--- config.mk ---
export PLATFORM = sky130hd
export DESIGN_NAME = mem_arb
export DESIGN_NICKNAME = d
export VERILOG_FILES = /design/src/rtl/mem_arb_pkg.sv /design/src/rtl/mem_arb.sv
export SDC_FILE = /design/constraint.sdc
export NUM_CORES = 1
export LEC_CHECK = 0
export BUFFER_PORTS_ARGS = -buffer_cell sky130_fd_sc_hd__buf_2
export CAP_MARGIN = 20
export CORE_AREA = 3 3 104 106
export DETAILED_ROUTE_END_ITERATION = 8
export DIE_AREA = 0 0 107 109
export PLACE_DENSITY_LB_ADDON = 0.08
export SLEW_MARGIN = 25
export SYNTH_ARGS = -nofsm -noshare
export SYNTH_HDL_FRONTEND = slang
export SYNTH_SLANG_ARGS = --single-unit
--- constraint.sdc ---
create_clock -name i_clk -period 4.9 [get_ports i_clk]
set_input_delay 0.735 -clock i_clk [delete_from_list [all_inputs] [get_ports i_clk]]
set_output_delay 0.735 -clock i_clk [all_outputs]
set_load 0.05 [all_outputs]
--- src/rtl/mem_arb_pkg.sv ---
// Shared types and constants for the main-memory arbiter.
package mem_arb_pkg;

  // Arbiter FSM states.
  typedef enum logic [1:0] {
    IDLE   = 2'd0,
    I_XFER = 2'd1,
    D_XFER = 2'd2
  } state_t;

  // Side that received the most recent grant (round-robin pointer).
  typedef enum logic {
    GNT_I = 1'b0,
    GNT_D = 1'b1
  } gnt_side_t;

  localparam int WORD_BYTES = 4;

  // Ceiling log2, used for beat-index and line-offset widths.
  function automatic int clog2(input int value);
    int r;
    r = 0;
    for (int v = value - 1; v > 0; v = v >> 1) r++;
    return r;
  endfunction

endpackage

--- src/rtl/mem_arb.sv ---
// Two-way round-robin arbiter that moves whole cache lines, one beat at a
// time, between the icache/dcache and the single main-memory port.
module mem_arb
  import mem_arb_pkg::*;
#(
  parameter int LINE_WORDS = 4,
  parameter int ADDR_W     = 32
) (
  input  logic                           i_clk,
  input  logic                           i_rst,
  // icache side
  input  logic                           i_ic_req,
  input  logic [ADDR_W-1:0]              i_ic_addr,
  output logic                           o_ic_gnt,
  output logic                           o_ic_rvalid,
  output logic [31:0]                    o_ic_rdata,
  output logic                           o_ic_done,
  // dcache side
  input  logic                           i_dc_req,
  input  logic                           i_dc_we,
  input  logic [ADDR_W-1:0]              i_dc_addr,
  input  logic [31:0]                    i_dc_wdata,
  output logic [clog2(LINE_WORDS)-1:0]   o_dc_beat,
  output logic                           o_dc_gnt,
  output logic                           o_dc_rvalid,
  output logic [31:0]                    o_dc_rdata,
  output logic                           o_dc_done,
  // main-memory port
  output logic                           o_mem_req,
  output logic                           o_mem_we,
  output logic [ADDR_W-1:0]              o_mem_addr,
  output logic [31:0]                    o_mem_wdata,
  input  logic                           i_mem_ready,
  input  logic [31:0]                    i_mem_rdata
);

  localparam int BEAT_W = clog2(LINE_WORDS);
  localparam int BYTE_W = clog2(WORD_BYTES);
  localparam int OFF_W  = BEAT_W + BYTE_W;

  // Clears the byte-in-line offset so every burst starts on a line boundary.
  localparam logic [ADDR_W-1:0] BASE_MASK = {ADDR_W{1'b1}} << OFF_W;
  localparam logic [BEAT_W-1:0] LAST_BEAT = BEAT_W'(LINE_WORDS - 1);

  state_t            state_q, state_d;
  logic [BEAT_W-1:0] beat_q, beat_d;
  logic [ADDR_W-1:0] base_q, base_d;
  logic              we_q, we_d;
  gnt_side_t         last_q, last_d;

  logic [ADDR_W-1:0] beat_off;
  logic              is_dc;
  logic              last_beat;

  assign beat_off  = ADDR_W'(beat_q) << BYTE_W;
  assign is_dc     = (state_q == D_XFER);
  assign last_beat = (beat_q == LAST_BEAT);

  // State, beat counter, latched burst parameters and round-robin pointer.
  // NOTE: sequential state uses non-blocking (<=) so every register samples
  // the pre-edge values; the combinational block below uses blocking (=).
  always_ff @(posedge i_clk) begin
    if (i_rst) begin
      state_q <= IDLE;
      beat_q  <= '0;
      base_q  <= '0;
      we_q    <= 1'b0;
      last_q  <= GNT_I;
    end else begin
      state_q <= state_d;
      beat_q  <= beat_d;
      base_q  <= base_d;
      we_q    <= we_d;
      last_q  <= last_d;
    end
  end

  // Grant decision in IDLE, beat sequencing in XFER, and all port outputs.
  // NOTE: every signal gets a default first so no path leaves one unassigned,
  // which would otherwise infer a latch.
  always_comb begin
    state_d     = state_q;
    beat_d      = beat_q;
    base_d      = base_q;
    we_d        = we_q;
    last_d      = last_q;

    o_ic_gnt    = 1'b0;
    o_ic_rvalid = 1'b0;
    o_ic_rdata  = '0;
    o_ic_done   = 1'b0;
    o_dc_gnt    = 1'b0;
    o_dc_rvalid = 1'b0;
    o_dc_rdata  = '0;
    o_dc_done   = 1'b0;
    o_dc_beat   = beat_q;
    o_mem_req   = 1'b0;
    o_mem_we    = 1'b0;
    o_mem_addr  = '0;
    o_mem_wdata = '0;

    unique case (state_q)
      IDLE: begin
        // On a tie, the side that did not go last wins.
        if (i_dc_req && (!i_ic_req || last_q == GNT_I)) begin
          state_d = D_XFER;
          base_d  = i_dc_addr & BASE_MASK;
          we_d    = i_dc_we;
          beat_d  = '0;
          last_d  = GNT_D;
        end else if (i_ic_req) begin
          state_d = I_XFER;
          base_d  = i_ic_addr & BASE_MASK;
          we_d    = 1'b0;
          beat_d  = '0;
          last_d  = GNT_I;
        end
      end

      I_XFER, D_XFER: begin
        o_mem_req  = 1'b1;
        o_mem_we   = we_q;
        o_mem_addr = base_q + beat_off;
        o_ic_gnt   = !is_dc;
        o_dc_gnt   = is_dc;
        if (is_dc) o_mem_wdata = i_dc_wdata;

        if (i_mem_ready) begin
          // Read data is passed straight through; the cache must take it now.
          if (!we_q) begin
            o_ic_rvalid = !is_dc;
            o_dc_rvalid = is_dc;
            if (is_dc) o_dc_rdata = i_mem_rdata;
            else       o_ic_rdata = i_mem_rdata;
          end
          if (last_beat) begin
            o_ic_done = !is_dc;
            o_dc_done = is_dc;
            state_d   = IDLE;
            beat_d    = '0;
          end else begin
            beat_d = beat_q + 1'b1;
          end
        end
      end

      default: state_d = IDLE;
    endcase
  end

endmodule

==> run summary <==
The initial antenna violation count came out at 0. The cell with the largest stage delay on the worst path is sky130_fd_sc_hd__ha_1. The highest clock frequency the design can meet came out at 323 MHz. In this run the cell area of the synthesized design comes to 2470 sq um.

For this run, the post-layout net count is 729. The routability congestion estimate from global placement is 0.722. The post-synthesis cell type count is 28. The initial standard-cell utilization of the core came out at 0.251. The number of placement rows is 36.

Summed over all cells, the static leakage comes to 2.30 nW. The number of synthesized flops with an enable pin is 0. The share of the synthesized area in the top cell type came out at 0.321. The proportion of synthesized chip area in sequential cells came out at 0.275. The via count of the first global-routing pass came out at 2944. The leftover overflow at the end of global routing came out at 0. IR analysis of the VDD net gives a maximum drop of 149 uV. The number of maximum-capacitance constraint violations came out at 0. met2 is the most crowded layer. Of all nets on the critical path, the largest fanout is 33.

The fraction of synthesis flops using an asynchronous set or reset pin is 0. In the final layout, flip-flops and latches occupy 681 sq um. Dividing the final minimum period by the clock period gives 0.633.

In the synthesized netlist, the number of instances is 346. Walking the worst path, the cells encountered are inv_1, ha_1, nand2_1, nor2_1, buf_4, and2_1, buf_2. The number of diodes added for antenna fixing is 0.

The top cell types in the final layout, fill and taps aside, are 261 x sky130_fd_sc_hd__buf_2, 127 x sky130_fd_sc_hd__and2_1, 34 x sky130_fd_sc_hd__dfxtp_1. The number of resized instances in the post-cts repair step came out at 0. The average via count per standard cell came out at 4.39. In this run the tool buffered the top-level ports with 261 buffer cells. By area the synthesized netlist is led by sky130_fd_sc_hd__and2_1 32%, sky130_fd_sc_hd__dfxtp_1 28%, sky130_fd_sc_hd__a211oi_1 8.5%, sky130_fd_sc_hd__a21oi_1 6.5%, sky130_fd_sc_hd__nor2_1 5.0%. The clock buffer count from CTS is 5. Summed over all nets, the switching power comes to 0.000860 W. The maximum number of pins on one net before global-route repair came out at 38. The die is 109 um tall. The cell family contributing the most delay on the critical path is adder cells. The startpoint type of the worst setup path is a register. The hold violation count in the final report is 0.

The final max-slew violation count came out at 0. After layout, the worst setup slack is 1800 ps. The critical path contains buffers and inverters numbering 3 combined.

The part of the power in registers came out at 0.230. The area of the die came out at 11700 sq um. The number of endpoints failing setup at the final stage is 0. TritonCTS built the clock tree.

In the global route stage, met2 resource usage came out at 0.321. The core area came out at 9860 sq um. The tightest min-delay check is of the register to register type. The TritonCTS sink count is 34. The data required time at the worst endpoint is 4160 ps.

The cell type with the highest aggregate area in the netlist is sky130_fd_sc_hd__and2_1. Dividing total power by cell area gives a power density of 405 nW/um^2. In this run, post-CTS hold repair placed 0 buffers.

The average instance in the mapped netlist occupies 7.15 sq um. In this design, the stage delay of the slowest critical-path cell is 660 ps. The clock transition at the registers of the reported paths is 70 ps. The relative max-transition margin came out at 0.495. The total number of vias is 3175. The internal power of the cells is 0.000739 W.

The placed wire-length estimate after detailed placement came out at 8310 um. The total routing resource utilization after global routing is 0.168. Counting along the longest clock path gives a buffer depth of 2. Pin placement for this block handled 272 I/O pins.

The number of flip-flops and latches in the synthesized netlist is 34. The part of the total power dissipated in combinational logic is 0.615. In the final layout, the multi-input gates occupy 1640 sq um. The count of H-tree levels built during CTS came out at 2. For the pin with the worst max-slew slack, the measured transition is 758 ps. The post-placement setup slack came out at 2040 ps. The data arrival at the endpoint of the critical path is 2370 ps. For met1 alone, demand over resource in global routing was 0.183. The library cell used most frequently in the layout, excluding fill and tap cells, is sky130_fd_sc_hd__buf_2. The number of nets with antenna violations after detailed routing is 0. Of the total power, the share spent switching nets is 0.538.

The predominant post-synthesis flop cell is sky130_fd_sc_hd__dfxtp_1. The power share of the clock group came out at 0.154. Setup total negative slack on the finished layout was measured at 0 ps.

In the routed design, unresolved DRC markers number 0. The final wirelength is 10700 um. The synthesis-to-finish area growth came out at 59.7%. Setup repair after global routing left no endpoint under its margin.

The run finished with clean final reports. The share of cells above drive strength 1 came out at 0.471. The number of post-CTS setup repair buffers is 0.

The first routing iteration left 196 violations. The Yosys warning count is 0. The die boundary width came out at 107 um.

The global-route met3 utilization came out at 0.0426. Across the routed clock network, the largest skew measured is 4.30 ps. The setup path with the least slack is of type register to output port. The first-pass GRT wire length came out at 15600 um. The worst setup slack for register-to-register paths is 2940 ps. The number of fill cells in the layout came out at 1053. STA classifies the critical path endpoint as an output port. Before antenna repair, the detailed router went through 4 iterations. The clock insertion delay at the later pin of the skew report came out at 280 ps. The post-detailed-route wirelength per cell came out at 14.9 um. The shortest period the worst path allows is 3100 ps. The clock root buffer master is sky130_fd_sc_hd__clkbuf_8.
worst min-delay path, stage by stage, from the launching register on:
cell,delay [ps]
sky130_fd_sc_hd__dfxtp_1,310
sky130_fd_sc_hd__nor2_1,90
sky130_fd_sc_hd__a211oi_1,50
through the flow:
step | utilization | hold slack [ps] | instances | total power [W] | area, sq um
final | 0.401 | 497 | 723 | 0.00160 | 3950
after global routing | 0.401 | 515 | 723 | 0.00171 | 3950
after CTS | 0.401 | 499 | 723 | 0.00163 | 3950
after detailed placement | 0.390 | 489 | 715 | 0.00137 | 3840
after global placement | 0.389 | 482 | 715 | 0.00137 | 3840
after floorplan | - | 459 | 347 | 0.00113 | 2480
power by group through the flow:
stage          Sequential, W  Combinational (W)  Clock, W
2_1_floorplan       0.000375           0.000753         0
3_3_place_gp        0.000372           0.000995         0
4_1_cts             0.000368           0.000997  0.000260
3_5_place_dp        0.000375           0.000996         0
6_report            0.000368           0.000984  0.000247
5_1_grt             0.000378            0.00106  0.000268
cells by family (layout without fill, tap and decap cells):
family	count (synthesis)	after routing	synth area share
compound gates	72	72	0.185
fa+ha+maj	6	6	0.0303
buf+inv	33	276	0.0642
flops	34	34	0.275
mux	1	1	0.00404
other cells	1	2	0.00152
simple gates	199	199	0.440
synthesized netlist by cell type, drive strengths merged, types with 2 or more instances:
cell,number
and2,127
a21oi,32
a21boi,2
nor2,33
dfxtp,34
nand2b,3
nand2,31
a211oi,28
inv,2
clkbuf,17
buf,14
o21ai,5
ha,6
path summary, 6_finish.rpt:
path,to,from,cells after the start
setup / recovery,o_dc_rdata[27],state_q[0],7
hold / removal,base_q[26],base_q[26],2
setup reg to reg,o_dc_beat[0],state_q[1],6
hold reg to reg,base_q[26],base_q[26],2
state kept, by name (all words and copies together) (netlist names):
register / count
state_q: 2
we_q: 1
base_q: 28
o_dc_beat: 2
last_q: 1
area by class of cell:
type | instances | area share
multi-input cells | 280 | 0.416
repair buffers | 266 | 0.340
flip-flops and latches | 34 | 0.172
well taps | 133 | 0.0421
clock buffers | 8 | 0.0279
inverters | 2 | 0.00190
metal layers:
| metal | wire, um | vias up |
|---|---|---|
| li1 | - | 1604 |
| met1 | 4070 | 1421 |
| met2 | 5580 | 136 |
| met3 | 891 | 14 |
| met4 | 197 | 0 |
| met5 | 0 | - |
No activity file was read; power rests on OpenSTA's default activity.
